===== config.mk =====
export PLATFORM = sky130hd
export DESIGN_NAME = fifo_sync_prog
export DESIGN_NICKNAME = d
export VERILOG_FILES = /design/src/rtl/fifo_pkg.sv /design/src/rtl/fifo_mem.sv /design/src/rtl/fifo_sync_prog.sv
export SDC_FILE = /design/constraint.sdc
export NUM_CORES = 1
export LEC_CHECK = 0
export ABC_AREA = 0
export ABC_CLOCK_PERIOD_IN_PS = 3200
export CORE_MARGIN = 4
export CORE_UTILIZATION = 57
export DETAILED_ROUTE_END_ITERATION = 8
export PLACE_DENSITY = 0.8
export SETUP_SLACK_MARGIN = 0.1
export SYNTH_ARGS = -nofsm -noshare
export SYNTH_HDL_FRONTEND = slang
export SYNTH_SLANG_ARGS = --single-unit

===== constraint.sdc =====
create_clock -name clk -period 3.2 [get_ports clk]
set_clock_uncertainty 0.05 [all_clocks]
set_input_delay 0.64 -clock clk [delete_from_list [all_inputs] [get_ports clk]]
set_output_delay 0.64 -clock clk [all_outputs]
set_load 0.03 [all_outputs]

===== src/rtl/fifo_pkg.sv =====
// fifo_pkg: read-mode constants and count-width helper for the programmable FIFO
package fifo_pkg;
  localparam int FIFO_STD = 0;
  localparam int FIFO_FWFT = 1;
  function automatic int cnt_w(input int depth);
    return $clog2(depth + 1);
  endfunction
endpackage


===== src/rtl/fifo_mem.sv =====
// fifo_mem: register array with one write port and one asynchronous read port
module fifo_mem #(
  parameter int DATA_WIDTH = 16,
  parameter int FIFO_DEPTH = 8,
  localparam int AW = $clog2(FIFO_DEPTH)
) (
  input  logic                  clk,
  input  logic                  we,
  input  logic [AW-1:0]         waddr,
  input  logic [DATA_WIDTH-1:0] wdata,
  input  logic [AW-1:0]         raddr,
  output logic [DATA_WIDTH-1:0] rdata
);
  logic [DATA_WIDTH-1:0] mem [FIFO_DEPTH];
  // storage is deliberately unreset; validity is tracked by the pointers
  always_ff @(posedge clk)
    if (we) mem[waddr] <= wdata;
  assign rdata = mem[raddr];
endmodule


===== src/rtl/fifo_sync_prog.sv =====
// fifo_sync_prog: any-depth single-clock FIFO with programmable thresholds and FWFT option
module fifo_sync_prog
  import fifo_pkg::*;
#(
  parameter int DATA_WIDTH = 16,
  parameter int FIFO_DEPTH = 8,
  parameter int FWFT = FIFO_STD,
  localparam int CNT_W = cnt_w(FIFO_DEPTH)
) (
  input  logic                  clk,
  input  logic                  rst_n,
  input  logic [DATA_WIDTH-1:0] data_in,
  input  logic                  wr_en,
  input  logic                  rd_en,
  input  logic                  flush,
  input  logic [CNT_W-1:0]      af_thresh,
  input  logic [CNT_W-1:0]      ae_thresh,
  input  logic                  clr_sticky,
  output logic [DATA_WIDTH-1:0] data_out,
  output logic                  wr_ack,
  output logic                  overflow,
  output logic                  underflow,
  output logic                  ovf_sticky,
  output logic                  udf_sticky,
  output logic                  full,
  output logic                  empty,
  output logic                  almostfull,
  output logic                  almostempty,
  output logic [CNT_W-1:0]      count
);
  localparam int PW = $clog2(FIFO_DEPTH);
  localparam logic [PW-1:0] LAST = PW'(FIFO_DEPTH - 1);
  logic [PW-1:0] wr_ptr, rd_ptr;
  logic [DATA_WIDTH-1:0] rd_data, dout_q;
  logic wr_ok, rd_ok, ovf_d, udf_d;
  assign full = count == CNT_W'(FIFO_DEPTH);
  assign empty = count == '0;
  assign almostfull = count >= af_thresh && !full;
  assign almostempty = count <= ae_thresh && !empty;
  // flush suppresses every transfer and status pulse in its cycle
  assign wr_ok = wr_en && !full && !flush;
  assign rd_ok = rd_en && !empty && !flush;
  assign ovf_d = wr_en && full && !flush;
  assign udf_d = rd_en && empty && !flush;
  // FWFT shows the head word directly; zero while empty keeps the reset value visible
  assign data_out = (FWFT == FIFO_FWFT) ? (empty ? '0 : rd_data) : dout_q;
  fifo_mem #(.DATA_WIDTH(DATA_WIDTH), .FIFO_DEPTH(FIFO_DEPTH)) u_mem (
    .clk(clk), .we(wr_ok), .waddr(wr_ptr), .wdata(data_in), .raddr(rd_ptr), .rdata(rd_data)
  );
  // pointers, fill level and registered read data
  always_ff @(posedge clk or negedge rst_n)
    if (!rst_n) begin
      wr_ptr <= '0;
      rd_ptr <= '0;
      count <= '0;
      dout_q <= '0;
    end else if (flush) begin
      wr_ptr <= '0;
      rd_ptr <= '0;
      count <= '0;
    end else begin
      if (wr_ok) wr_ptr <= wr_ptr == LAST ? '0 : wr_ptr + 1'b1;
      if (rd_ok) rd_ptr <= rd_ptr == LAST ? '0 : rd_ptr + 1'b1;
      if (rd_ok) dout_q <= rd_data;
      count <= count + CNT_W'(wr_ok) - CNT_W'(rd_ok);
    end
  // status pulses and sticky error flags; a new error wins over clr_sticky
  always_ff @(posedge clk or negedge rst_n)
    if (!rst_n) begin
      wr_ack <= 1'b0;
      overflow <= 1'b0;
      underflow <= 1'b0;
      ovf_sticky <= 1'b0;
      udf_sticky <= 1'b0;
    end else begin
      wr_ack <= wr_ok;
      overflow <= ovf_d;
      underflow <= udf_d;
      ovf_sticky <= ovf_d || (ovf_sticky && !clr_sticky);
      udf_sticky <= udf_d || (udf_sticky && !clr_sticky);
    end
endmodule

[Yosys cells after proc, flatten, opt, wreduce, memory -nomap -nowiden]
Memory sizes are Yosys's and may differ from the RTL's. A register that Yosys moved wholly into a read port is not among the register bits.
Index checks and enable logic that the tools add are counted.
Cells by class
  shifts and indexed selects: 0
  add/subtract/negate cells: 4
  equal/unequal tests: 3
  bitwise gates (word level): 1
  magnitude comparators: 2
  mux-type cells: 9
  divide/modulo/power cells: 0
  multiply operators: 0
  reductions and logical operators: 23
Operator list (number)
  $mux 3: 6
  $logic_and 1x1->1: 12
  $add 3x1->3 const B: 2
  $eq 3x3->1 const B: 2
  $logic_not 1->1: 5
  $add 4x1->4: 1
  $eq 4x4->1 const B: 1
  $ge 4x4->1: 1
  $le 4x4->1: 1
  $logic_not 4->1: 1
  $mux 4: 1
  $reduce_bool 2->1: 2
  $sub 4x1->4: 1
  $logic_or 1x1->1: 2
  $mux 1: 2
  $reduce_and 2->1: 1
  $not 1->1: 1
Storage, ports and cells
  memory bits (writable): 128
  memories: 1
  output and inout bits: 29
  input bits: 30
  logic and storage cells: 51
  flip-flop bits (word level): 15
  memory bits (read-only): 0
  bits in latches: 0
Memory list
  u_mem.mem: depth 8, bits a word 16, rd ports 1, clocked after memory_dff 1, write ports 1, RTL line fifo_mem.sv:14  | logic [DATA_WIDTH-1:0] mem [FIFO_DEPTH];

[Logic depth before layout (Yosys ltp)]
  depth after elaboration: 7
  gate-level depth with buffers: 14
  mapped depth without buffers: 13

[Modules after synthesis]
Synthesis repeated with hierarchy kept, for this count alone.
Second synthesis, totals
  cell total of the unflattened synthesis: 334
  area total of the unflattened synthesis: 6608.8 µm²
By module, submodules not included
  fifo_mem: times used 1, cells each 198, area an instance 4973.5 µm²
  fifo_sync_prog: times used 1, cells each 136, area an instance 1635.3 µm²

[Worst setup path after synthesis]
No wires, ideal clock.
  path kind: register to register
  start: reg count[2]
  end: mem u_mem.mem[1][0], enable pin
  path slack: 0.112 ns
  arrival time: 2.629 ns
  stages on the path, launching flop included: 9
  clock period less this slack: 3.088 ns
  path through: dfrtp_1 > inv_1 > ha_1 > or3b_1 > buf_4 > inv_2 > nor2_1 > nand2_1 > nor3_1
On the way
  cells in the longest elaborated chain, start to end: 6
RTL lines
  from (decl): RTL line fifo_sync_prog.sv:29  | output logic [CNT_W-1:0] count
  from (signal assigned): RTL line fifo_sync_prog.sv:65  | count <= count + CNT_W'(wr_ok) - CNT_W'(rd_ok);
  $eq 4x4->1: RTL line fifo_sync_prog.sv:36  | assign full = count == CNT_W'(FIFO_DEPTH);
  net full: RTL line fifo_sync_prog.sv:25  | output logic full,
  $logic_not 1->1: RTL line fifo_sync_prog.sv:41  | assign wr_ok = wr_en && !full && !flush;
  $logic_and 1x1->1 (2 in series): RTL line fifo_sync_prog.sv:41
  net u_mem.we: RTL line fifo_mem.sv:8  | input logic we,
  $mux 1: RTL line fifo_mem.sv:17  | if (we) mem[waddr] <= wdata;
  $mux 1 (implied by the code): RTL line fifo_mem.sv:17
  to (decl): RTL line fifo_mem.sv:14
The timed path passes the listed nets, and every way through them passes these cells.

[Final worst setup path]
  start: reg count[2]
  end: out empty
On the way
  cells in the longest elaborated chain, start to end: 1
RTL lines
  $logic_not 4->1: RTL line fifo_sync_prog.sv:37  | assign empty = count == '0;
  to (decl): RTL line fifo_sync_prog.sv:26  | output logic empty,
Every way passes these cells.

==> results.md <==
- The run finished with clean final reports.
- The synthesized-area fraction occupied by ao, oa, aoi and oai cells came to 0.0630.
- Measured against the total synthesized area, the mux share comes to 0.0971.
- The highest ir drop seen on vdd is 713 µV.
- The accumulated negative setup slack is 0 ns.
- The critical path data required time is 2.51 ns.
- STA classifies the critical path endpoint as a primary output.
- The area of the core is 11400 µm².
- The worst setup path is of the flop to primary output kind.
- In this run, synthesis produced a sequential element count of 159.
- The peak clock frequency supported by timing is 339 MHz.
- On the critical path, the stage with the largest delay is an instance of sky130_fd_sc_hd__or3b_1.
- 0 antenna diodes ended up in the layout.
- The post-layout utilization of the core is 0.695.
- The via count of the first global-routing pass is 3876.
- The average instance area after synthesis is 15.4 µm².
- Port buffering added 58 buffers.
- The worst pin sits at a relative slew slack of 0.231.
- The delay of the slowest critical-path stage is 0.54 ns.
- The die covers 13400 µm².
- The starting utilization of the core area is 0.580.
- The tool flagged a number of max-cap violations equal to 0.
- The library cells used most frequently in the layout, excluding fill and tap cells, are sky130_fd_sc_hd__edfxtp_1 (128), sky130_fd_sc_hd__mux2i_1 (64), sky130_fd_sc_hd__clkdlybuf4s50_1 (54), sky130_fd_sc_hd__a22oi_1 (32), sky130_fd_sc_hd__dfrtp_1 (30).
- The combined area of all synthesized cells is 6600 µm².
- The cell family with the largest share of critical-path delay is buffers and inverters.
- The post-detailed-route via-to-cell ratio is 5.87.
- The clock drives 159 sinks.
- The minimum clock period after layout is 2.95 ns.
- Once the clock tree was built, the resizer swapped 2 gates to a different size.
- The share of the synthesized netlist area taken by xor and xnor gates is 0.00266.
- The clock latency on the worst-skew pair is 0.42 ns.
- By area, the combinational part of the netlist is dominated by multiplexers.
- During synthesis, Yosys emitted a total of 0 warnings.
- The initial detailed-routing violation count is 330.
- The final wirelength is 13700 µm.
- Counting tap cells, the placed design contains a total of 628 instances.
- The worst setup slack before clock tree synthesis is 0.0563 ns.
- The final number of max-transition violations is 0.
- Setup repair after global routing left no endpoint under its margin.
- In the final routed layout, each cell accounts on average for 20.8 µm.
- The flip-flop cell with the highest count after synthesis is sky130_fd_sc_hd__edfxtp_1.
- The clock slew at the register clock pins of the worst setup and hold paths is 0.06 ns.
- For the pin with the worst max-slew slack, the measured transition is 1.15 ns.
- The number of library cell types mapped by synthesis is 38.
- The first-pass detailed-route iteration total is 5.
- The maximum number of pins on one net before global-route repair is 68.
- The share of cells above drive strength 1 is 0.108.
- The initial antenna violation count is 0.
- The signal on the critical path passes through inv_1 > ha_1 > or3b_1 > clkinv_8 > dlygate4sd2_1.
- In this run the worst path has a maximum fanout of 19.
- The design draws 6.23 mW.
- Synthesis produced a netlist with a net count of 478.
- Of the total synthesized cell area, the portion taken by AND, OR, NAND and NOR gates is 0.0596.
- The synthesized design contains 128 enable-type register cells.
- Summed over all layers, the global routing overflow is 0.
- The global-route wire length before repair is 21100 µm.
- The total I/O pin count is 59.
- The congestion estimate from routability-driven global placement came to 0.791.
- The tightest min-delay check is of the flop to flop type.
- Clock tree synthesis inserted a total of 17 buffers.
- In the finished design, the share of the clock period the worst path needs comes to 0.923.
- After the last flow step, the layout net total stands at 553.
- The number of setup violations in the final report is 0.
- For this run, the total global-route usage over all layers was measured as 0.218.
- The cell count after synthesis came out at 429.
- The share of the Yosys chip area taken by registers is 0.700.
- The number of buffers and inverters on the critical path is 3.
- The cts-stage hold buffer count is 0.
- The TritonCTS clock tree is yes.
- The startpoint type of the worst setup path is a flop.
- The horizontal extent of the die is 116 µm.
- The height of the die is 116 µm.
- The count of endpoints failing hold in the final timing report is 0.
- The area growth from synthesis to final layout is 19.7%.
- The minimum setup slack in the final design is 0.246 ns.
- CTS built an H-tree with a depth of 4.
- The fraction of registers with async set/reset is 0.195.
- Detailed placement ended at an HPWL of 8140 µm.
- The standard-cell row count is 39.
- The routed layout has 3874 vias.
- Leaving out filler cells and counting taps, the final layout contains 660.
- The clock passes through at most 2 buffers.
- Of the total synthesized cell area, the portion taken by full adders, half adders and majority gates is 0.0372.
- STA puts the critical path data arrival time at 2.26 ns.
- The most common library cell in the layout ignoring fill and taps is sky130_fd_sc_hd__edfxtp_1.
- The remaining design rule violation count is 0.
- Buffers added to address setup during post-CTS repair amount to 0.
- The post-detailed-route count of antenna-violating nets is 0.
- The leakage power is 2.88 nW.
- The root cell of the clock tree is sky130_fd_sc_hd__clkbuf_16.
- For this design the ratio of total power to cell area is 788 nW/µm².
==> power breakdown <==
group | internal, mW | switching [mW] | total, mW
Combinational | 0.710 | 0.939 | 1.65
Sequential | 2.42 | 0.246 | 2.67
Clock | 1.18 | 0.729 | 1.91
Total | 4.31 | 1.91 | 6.23
==> metrics by stage <==
stage | area [µm²] | hold slack [ns]
2_1_floorplan | 6600 | 0.294
3_3_place_gp | 7340 | 0.426
3_5_place_dp | 7340 | 0.446
4_1_cts | 7900 | 0.461
5_1_grt | 7900 | 0.483
6_report | 7900 | 0.456
==> cell type report <==
class / instances / area, µm²
Timing Repair Buffer: 78 / 728
Tap cell: 143 / 179
Clock buffer: 24 / 472
Inverter: 19 / 83.8
Fill cell: 747 / 3470
Multi-Input combinational cell: 229 / 1720
Sequential cell: 159 / 4620
Clock inverter: 8 / 90.1
==> sequential cells by signal, summed over array words and instances, names as in the netlist <==
name	cells
u_mem.mem	128
data_out	16
count	4
rd_ptr	3
wr_ptr	3
overflow	1
ovf_sticky	1
udf_sticky	1
underflow	1
wr_ack	1
==> path summary, 6_finish.rpt <==
kind                             start     endpoint  slack [ns]  cells past startpoint
hold / removal             data_out[6]  data_out[6]        0.46                      2
max in group asynchronous        rst_n     count[3]        1.71                      2
setup / recovery              count[2]        empty        0.25                      5
hold reg to reg            data_out[6]  data_out[6]        0.46                      2
setup reg to reg              count[2]     count[3]        0.46                     12
min in group asynchronous        rst_n   ovf_sticky        0.68                      1
==> Yosys cell counts (all sizes together) (5+ instances only) <==
cell type,instances,area share
edfxtp,128,0.58
mux2i,64,0.097
a22oi,32,0.036
dfrtp,31,0.12
nand2,27,0.016
nand3,19,0.015
o21ai,19,0.014
buf,18,0.025
ha,18,0.034
inv,18,0.010
nor2,14,0.0091
a21oi,9,0.0068
nor2b,5,0.0047
==> kinds of logic after synthesis <==
group           Yosys count
compound gates           65
mux                      64
xor+xnor                  2
simple gates             79
buf+inv                  41
flops                   159
fa+ha+maj                19
==> routing by layer <==
| metal | up-vias | wire [µm] | share of wire | GRT usage |
|---|---|---|---|---|
| met4 | 0 | 238 | 0.017 | 0.0876 |
| met2 | 163 | 6990 | 0.51 | 0.357 |
| met3 | 23 | 1050 | 0.077 | 0.0559 |
| met5 | - | 0 | 0 | 0 |
| met1 | 1925 | 5420 | 0.40 | 0.281 |
| li1 | 1763 | - | - | - |
==> tightest hold or removal path, stage by stage, from the launching register on <==
cell	delay, ns
sky130_fd_sc_hd__dfrtp_1	0.33
sky130_fd_sc_hd__o21ai_0	0.08
sky130_fd_sc_hd__nand2_1	0.06
(Power assumes the default switching activity.)
